$ cat config.mk
export PLATFORM = sky130hd
export DESIGN_NAME = tmr_lane_manager
export DESIGN_NICKNAME = d
export VERILOG_FILES = /design/src/rtl/tmr_lane_manager.sv
export SDC_FILE = /design/constraint.sdc
export NUM_CORES = 1
export LEC_CHECK = 0
export BUFFER_PORTS_ARGS = -buffer_cell sky130_fd_sc_hd__buf_4
export CAP_MARGIN = 20
export CORE_MARGIN = 4
export CORE_UTILIZATION = 55
export CTS_CLUSTER_SIZE = 25
export DETAILED_ROUTE_END_ITERATION = 10
export GPL_TIMING_DRIVEN = 0
export PLACE_DENSITY = 0.86
export SETUP_SLACK_MARGIN = 0.1
export SLEW_MARGIN = 15
export SYNTH_ARGS = -nofsm -noshare
export SYNTH_HDL_FRONTEND = slang
export SYNTH_SLANG_ARGS = --single-unit
$ cat constraint.sdc
create_clock -name clock -period 3.2 [get_ports clock]
set_input_delay 0.16 -clock clock [delete_from_list [all_inputs] [get_ports clock]]
set_output_delay 0.16 -clock clock [all_outputs]
set_load 0.05 [all_outputs]
$ cat src/rtl/tmr_lane_manager.sv
// Three-lane TMR vote with per-lane miss tracking, lane masking, re-admission
// after sustained agreement, and a latched fatal state on two-lane disagreement.
module tmr_lane_manager #(
    parameter int unsigned FAULT_THRESH   = 4,
    parameter int unsigned RECOVER_CYCLES = 16,
    parameter int unsigned CNT_W          = 8
) (
    input  logic             clock,
    input  logic             reset_n,
    input  logic             a_in,
    input  logic             b_in,
    input  logic             c_in,
    input  logic             clear,
    output logic             voted_out,
    output logic             error,
    output logic [2:0]       lane_fault,
    output logic             degraded,
    output logic             fatal,
    output logic [CNT_W-1:0] err_count
);

    localparam int unsigned MW = 8;
    localparam logic [MW-1:0]    FAULT_LIM = MW'(FAULT_THRESH);
    localparam logic [MW-1:0]    REC_LIM   = MW'(RECOVER_CYCLES);
    localparam logic [CNT_W-1:0] CNT_MAX   = {CNT_W{1'b1}};

    typedef enum logic [1:0] {ST_TMR, ST_DEGRADED, ST_FATAL} state_e;

    state_e           state_q, state_d;
    logic [2:0]       lane_q;
    logic             voted_q, voted_d;
    logic             error_q, error_d;
    logic [2:0]       fault_q, fault_d;
    logic             degraded_q, degraded_d;
    logic             fatal_q, fatal_d;
    logic [CNT_W-1:0] cnt_q, cnt_d;
    logic [MW-1:0]    miss_q [3];
    logic [MW-1:0]    miss_d [3];
    logic [MW-1:0]    rec_q, rec_d;

    logic [2:0]       minority_c;
    logic [2:0]       thresh_hit_c;
    logic             majority_c;
    logic             act_x_c, act_y_c, masked_c;
    logic             pair_eq_c;
    logic             rec_hit_c;

    // Voting terms and the active/masked lane view used while degraded.
    always_comb begin
        minority_c[0] = (lane_q[0] != lane_q[1]) && (lane_q[1] == lane_q[2]);
        minority_c[1] = (lane_q[1] != lane_q[0]) && (lane_q[0] == lane_q[2]);
        minority_c[2] = (lane_q[2] != lane_q[0]) && (lane_q[0] == lane_q[1]);
        majority_c    = (lane_q[0] & lane_q[1]) | (lane_q[1] & lane_q[2]) |
                        (lane_q[0] & lane_q[2]);
        for (int i = 0; i < 3; i++) begin
            thresh_hit_c[i] = minority_c[i] && ((miss_q[i] + MW'(1)) == FAULT_LIM);
        end
        act_x_c  = lane_q[0];
        act_y_c  = lane_q[1];
        masked_c = lane_q[2];
        case (fault_q)
            3'b001: begin act_x_c = lane_q[1]; act_y_c = lane_q[2]; masked_c = lane_q[0]; end
            3'b010: begin act_x_c = lane_q[0]; act_y_c = lane_q[2]; masked_c = lane_q[1]; end
            default: ;
        endcase
        pair_eq_c = (act_x_c == act_y_c);
        rec_hit_c = pair_eq_c && (masked_c == act_x_c) && ((rec_q + MW'(1)) == REC_LIM);
    end

    // State register.
    always_ff @(posedge clock) begin
        if (!reset_n) state_q <= ST_TMR;
        else          state_q <= state_d;
    end

    // Next-state logic; clear wins over threshold and recovery.
    always_comb begin
        state_d = state_q;
        if (clear) begin
            state_d = ST_TMR;
        end else begin
            case (state_q)
                ST_TMR:      if (|thresh_hit_c) state_d = ST_DEGRADED;
                ST_DEGRADED: begin
                    if (!pair_eq_c)     state_d = ST_FATAL;
                    else if (rec_hit_c) state_d = ST_TMR;
                end
                ST_FATAL:    state_d = ST_FATAL;
                default:     state_d = ST_TMR;
            endcase
        end
    end

    // Output and counter next values.
    always_comb begin
        voted_d    = voted_q;
        fault_d    = fault_q;
        miss_d     = miss_q;
        rec_d      = rec_q;
        error_d    = |minority_c;
        cnt_d      = cnt_q;
        degraded_d = (state_d == ST_DEGRADED);
        fatal_d    = (state_d == ST_FATAL);
        if (clear) begin
            cnt_d   = '0;
            fault_d = '0;
            rec_d   = '0;
            for (int i = 0; i < 3; i++) miss_d[i] = '0;
        end else begin
            if (error_d && (cnt_q != CNT_MAX)) cnt_d = cnt_q + CNT_W'(1);
            case (state_q)
                ST_TMR: begin
                    voted_d = majority_c;
                    for (int i = 0; i < 3; i++) begin
                        miss_d[i] = minority_c[i] ? (miss_q[i] + MW'(1)) : '0;
                    end
                    if (|thresh_hit_c) begin
                        fault_d = thresh_hit_c;
                        for (int i = 0; i < 3; i++) miss_d[i] = '0;
                    end
                end
                ST_DEGRADED: begin
                    if (pair_eq_c) begin
                        voted_d = act_x_c;
                        rec_d   = (masked_c == act_x_c) ? (rec_q + MW'(1)) : '0;
                        if (rec_hit_c) begin
                            fault_d = '0;
                            rec_d   = '0;
                        end
                    end
                end
                default: ;
            endcase
        end
    end

    // Lane capture and registered stage-2 outputs.
    always_ff @(posedge clock) begin
        if (!reset_n) begin
            lane_q     <= '0;
            voted_q    <= 1'b0;
            error_q    <= 1'b0;
            fault_q    <= '0;
            degraded_q <= 1'b0;
            fatal_q    <= 1'b0;
            cnt_q      <= '0;
            rec_q      <= '0;
            for (int i = 0; i < 3; i++) miss_q[i] <= '0;
        end else begin
            lane_q     <= {c_in, b_in, a_in};
            voted_q    <= voted_d;
            error_q    <= error_d;
            fault_q    <= fault_d;
            degraded_q <= degraded_d;
            fatal_q    <= fatal_d;
            cnt_q      <= cnt_d;
            rec_q      <= rec_d;
            for (int i = 0; i < 3; i++) miss_q[i] <= miss_d[i];
        end
    end

    assign voted_out  = voted_q;
    assign error      = error_q;
    assign lane_fault = fault_q;
    assign degraded   = degraded_q;
    assign fatal      = fatal_q;
    assign err_count  = cnt_q;

endmodule
==> impl_results.md <==
- Die Wd: 83.5 µm
- Crit path DAT: 2.96 ns
- Setup bufs post-CTS: 0
- Main area contributors after synthesis: dfxtp_1 33%, nand2_1 6.6%, ha_1 4.8%
- DP HPWL: 4990 µm
- Final WL: 7020 µm
- R2R Setup Slk: 0.45 ns
- Fraction of final layout cells sized beyond drive strength 1: 12.5%
- Critical path buffer and inverter count: 1
- Number of synthesized flops with an enable pin: 0
- Post-synthesis instance area: 0.00313 mm²
- Synth Register Bits: 52
- Most frequent cells in the layout: 55 x nand2_1, 52 x dfxtp_1, 25 x nor2_1
- CTS tree: done
- Synth-to-layout area growth: 11.2%
- CP max FO: 9
- DRC: 0
- Die height: 83.5 µm
- Worst path top cell family by delay: simple AND/OR/NAND/NOR gates
- Crit share post-route: 85.8%
- Final #Nets: 433
- Leakage: 1.35 nW
- Part of the power in combinational logic: 8.6%
- Initial DRC count: 185
- Clock root buffer: clkbuf_8
- Top_reg_cell synth: dfxtp_1
- Antenna violations before repair: 0
- First-pass GRT wire length: 12200 µm
- Via count: 2934
- Dpl ws: 0.500 ns
- Mux cell area share after synthesis: 1.92%
- Overall power: 1.23 mW
- Reg-to-reg startpoint: lane_q[2]
- Io pins: 21
- CP startpoint kind: flop
- Hold_sp: c_in
- Max-Cap Viols: 0
- Cell breakdown of the critical path: ha_1 > nor2b_1 > buf_2 > nand4_1 > nor4_1 > a311oi_4 > nor2b_4 > a2111oi_2
- Setup CP Type: reg2reg
- Setup TNS: 0 ns
- Post-DRT Antenna Nets: 0
- CTS max path bufs: 2
- Worst slew pin tran: 0.748 ns
- Synth Instances: 388
- CTS H-tree lvls: 2
- Post-synthesis cell type count: 57
- Clock power share: 37.3%
- Endpoints failing setup: 0
- Max-slew violation count: 0
- Fillers: 449
- Initial core utilization: 56.9%
- Synth Area in Simple Gates: 32.7%
- Post-Syn Area per Cell: 8.07 µm²
- RR Endpoint: state_q[0]
- Outcome: finished, final reports clean
- Crit. Startpoint: lane_q[2]
- Min cycle time layout: 2.75 ns
- # rows: 27
- IO Port Bufs: 20
- # resized after CTS: 0
- Die area: 0.00697 mm²
- Worst R2R Path Depth: 8
- Hold Buf Count CTS: 0
- Largest family of logic cells by synthesized area: simple AND/OR/NAND/NOR gates
- Worst Clk Skew: 0.00547 ns
- Switching power: 300 µW
- Synth top area share: 33.2%
- Asr flop ratio synth: 0%
- Complex-gate fraction of the synthesized area: 18.4%
- Commonest non-fill, non-tap cell in the layout: nand2_1
- Syn nets: 406
- Pwr dens: 352 mW/mm²
- Hold WC Path Type: in2reg
- Routability congestion estimate: 0.884
- Hold Path Depth: 2
- Core area: 0.00551 mm²
- Average wire per cell in the routed design: 14.4 µm
- Max Fclk: 364 MHz
- Crit. End Element: flop
- Clk slew on worst S/H paths: 0.09 ns
- Register area share after synthesis: 33.2%
- Post-synthesis xor/xnor area fraction: 5.03%
- RSZ-0062 raised after global routing: false
- Hold_ws: 0.0552 ns
- Peak supply drop: 359 µV
- Slew HR: 49.7%
- Vias per inst: 6.01
- Vias in the first global route: 2640
- Worst path max stage delay: 0.68 ns
- Yosys warns: 0
- Total GRT Usage: 20.5%
- Reg area: 0.00104 mm²
- Largest area contributor in the netlist: dfxtp_1
- Largest net degree at the start of global routing: 17
- Critical-path cell with the highest stage delay: nor4_1
- Multi-input gate area: 0.00197 mm²
- Critical Path RT: 3.41 ns
- Hold Fails Final Rpt: 0
- Switching Share: 24.4%
- Cts bufs inserted: 5
- Fraction of the mapped netlist area in adder cells: 4.79%
- Worst Slack Setup Final: 0.454 ns
- Final core occ: 63.3%
- CTS Sinks: 52
- Clock Latency Late Sink: 0.31 ns
- Total gr overflow: 0
- DRT Pass-1 Iters: 4
- Internal Pwr Total: 926 µW
- Reg power frac: 54.1%
- # diodes: 0
- WHS Endpoint: lane_q[2]
cell families after synthesis:
logic type / count (synthesis)
and+or+nand+nor: 196
AOI/OAI and AO/OA: 76
DFF: 52
buffers and inverters: 28
xor gates and xnor gates: 18
adders and majority gates: 12
muxes: 6
power groups by stage:
stage	clock, mW	sequential [mW]	combinational, mW
floorplan	0	0.690	0.0618
global placement	0	0.678	0.103
detailed placement	0	0.678	0.105
CTS	0.464	0.663	0.105
global route	0.494	0.665	0.115
finish	0.457	0.663	0.105
routing by layer:
layer  routed length, µm  share of wire [%]  GRT usage [%]  up-vias
met5                   0                  0              0        -
met4                  85                1.2           6.29        0
met3                 376                5.4           4.24       12
met2                3340                 48           33.1       70
met1                3220                 46           27.6     1381
li1                    -                  -              -     1471
how the worst max path moves through the flow:
stage                         end  slack, ns  depth (start not counted)
floorplan                degraded       0.93                          8
global placement         degraded       0.47                          8
detailed placement     state_q[0]       0.50                          8
CTS                    state_q[0]       0.46                          8
global route        lane_fault[2]       0.22                          8
finish                 state_q[0]       0.45                          8
flip-flops by register name, indices dropped and copies added, names as in the netlist:
register and count:
state_q 2, err_count 8, voted_out 1, degraded 1, fatal 1, lane_fault 3, lane_q 3, miss_q 24
error 1, rec_q 8
cells in the mapped netlist (all sizes together), types with 6 or more instances:
master	n
nor2	25
and3	16
clkbuf	15
a21oi	17
dfxtp	52
nand2	55
and2	7
nand2b	7
nand3	20
nor3	18
o21ai	9
xnor2	10
buf	10
o211ai	17
mux2i	6
xor2	8
nand4	12
nor2b	13
ha	12
final cells by class:
class | count | area share [%]
plain buffers | 25 | 3.16
well taps | 72 | 2.59
repair buffers | 20 | 4.31
flip-flops and latches | 52 | 29.9
multi-input cells | 308 | 56.5
clock inverters | 2 | 1.11
inverters | 3 | 0.323
clock buffers | 6 | 2.08
per-stage QoR:
step,cells,instance area [µm²]
floorplan,388,3130
global placement,480,3370
detailed placement,480,3370
CTS,488,3480
global route,488,3480
finish,488,3480
Power figures use the tool's default switching activity.
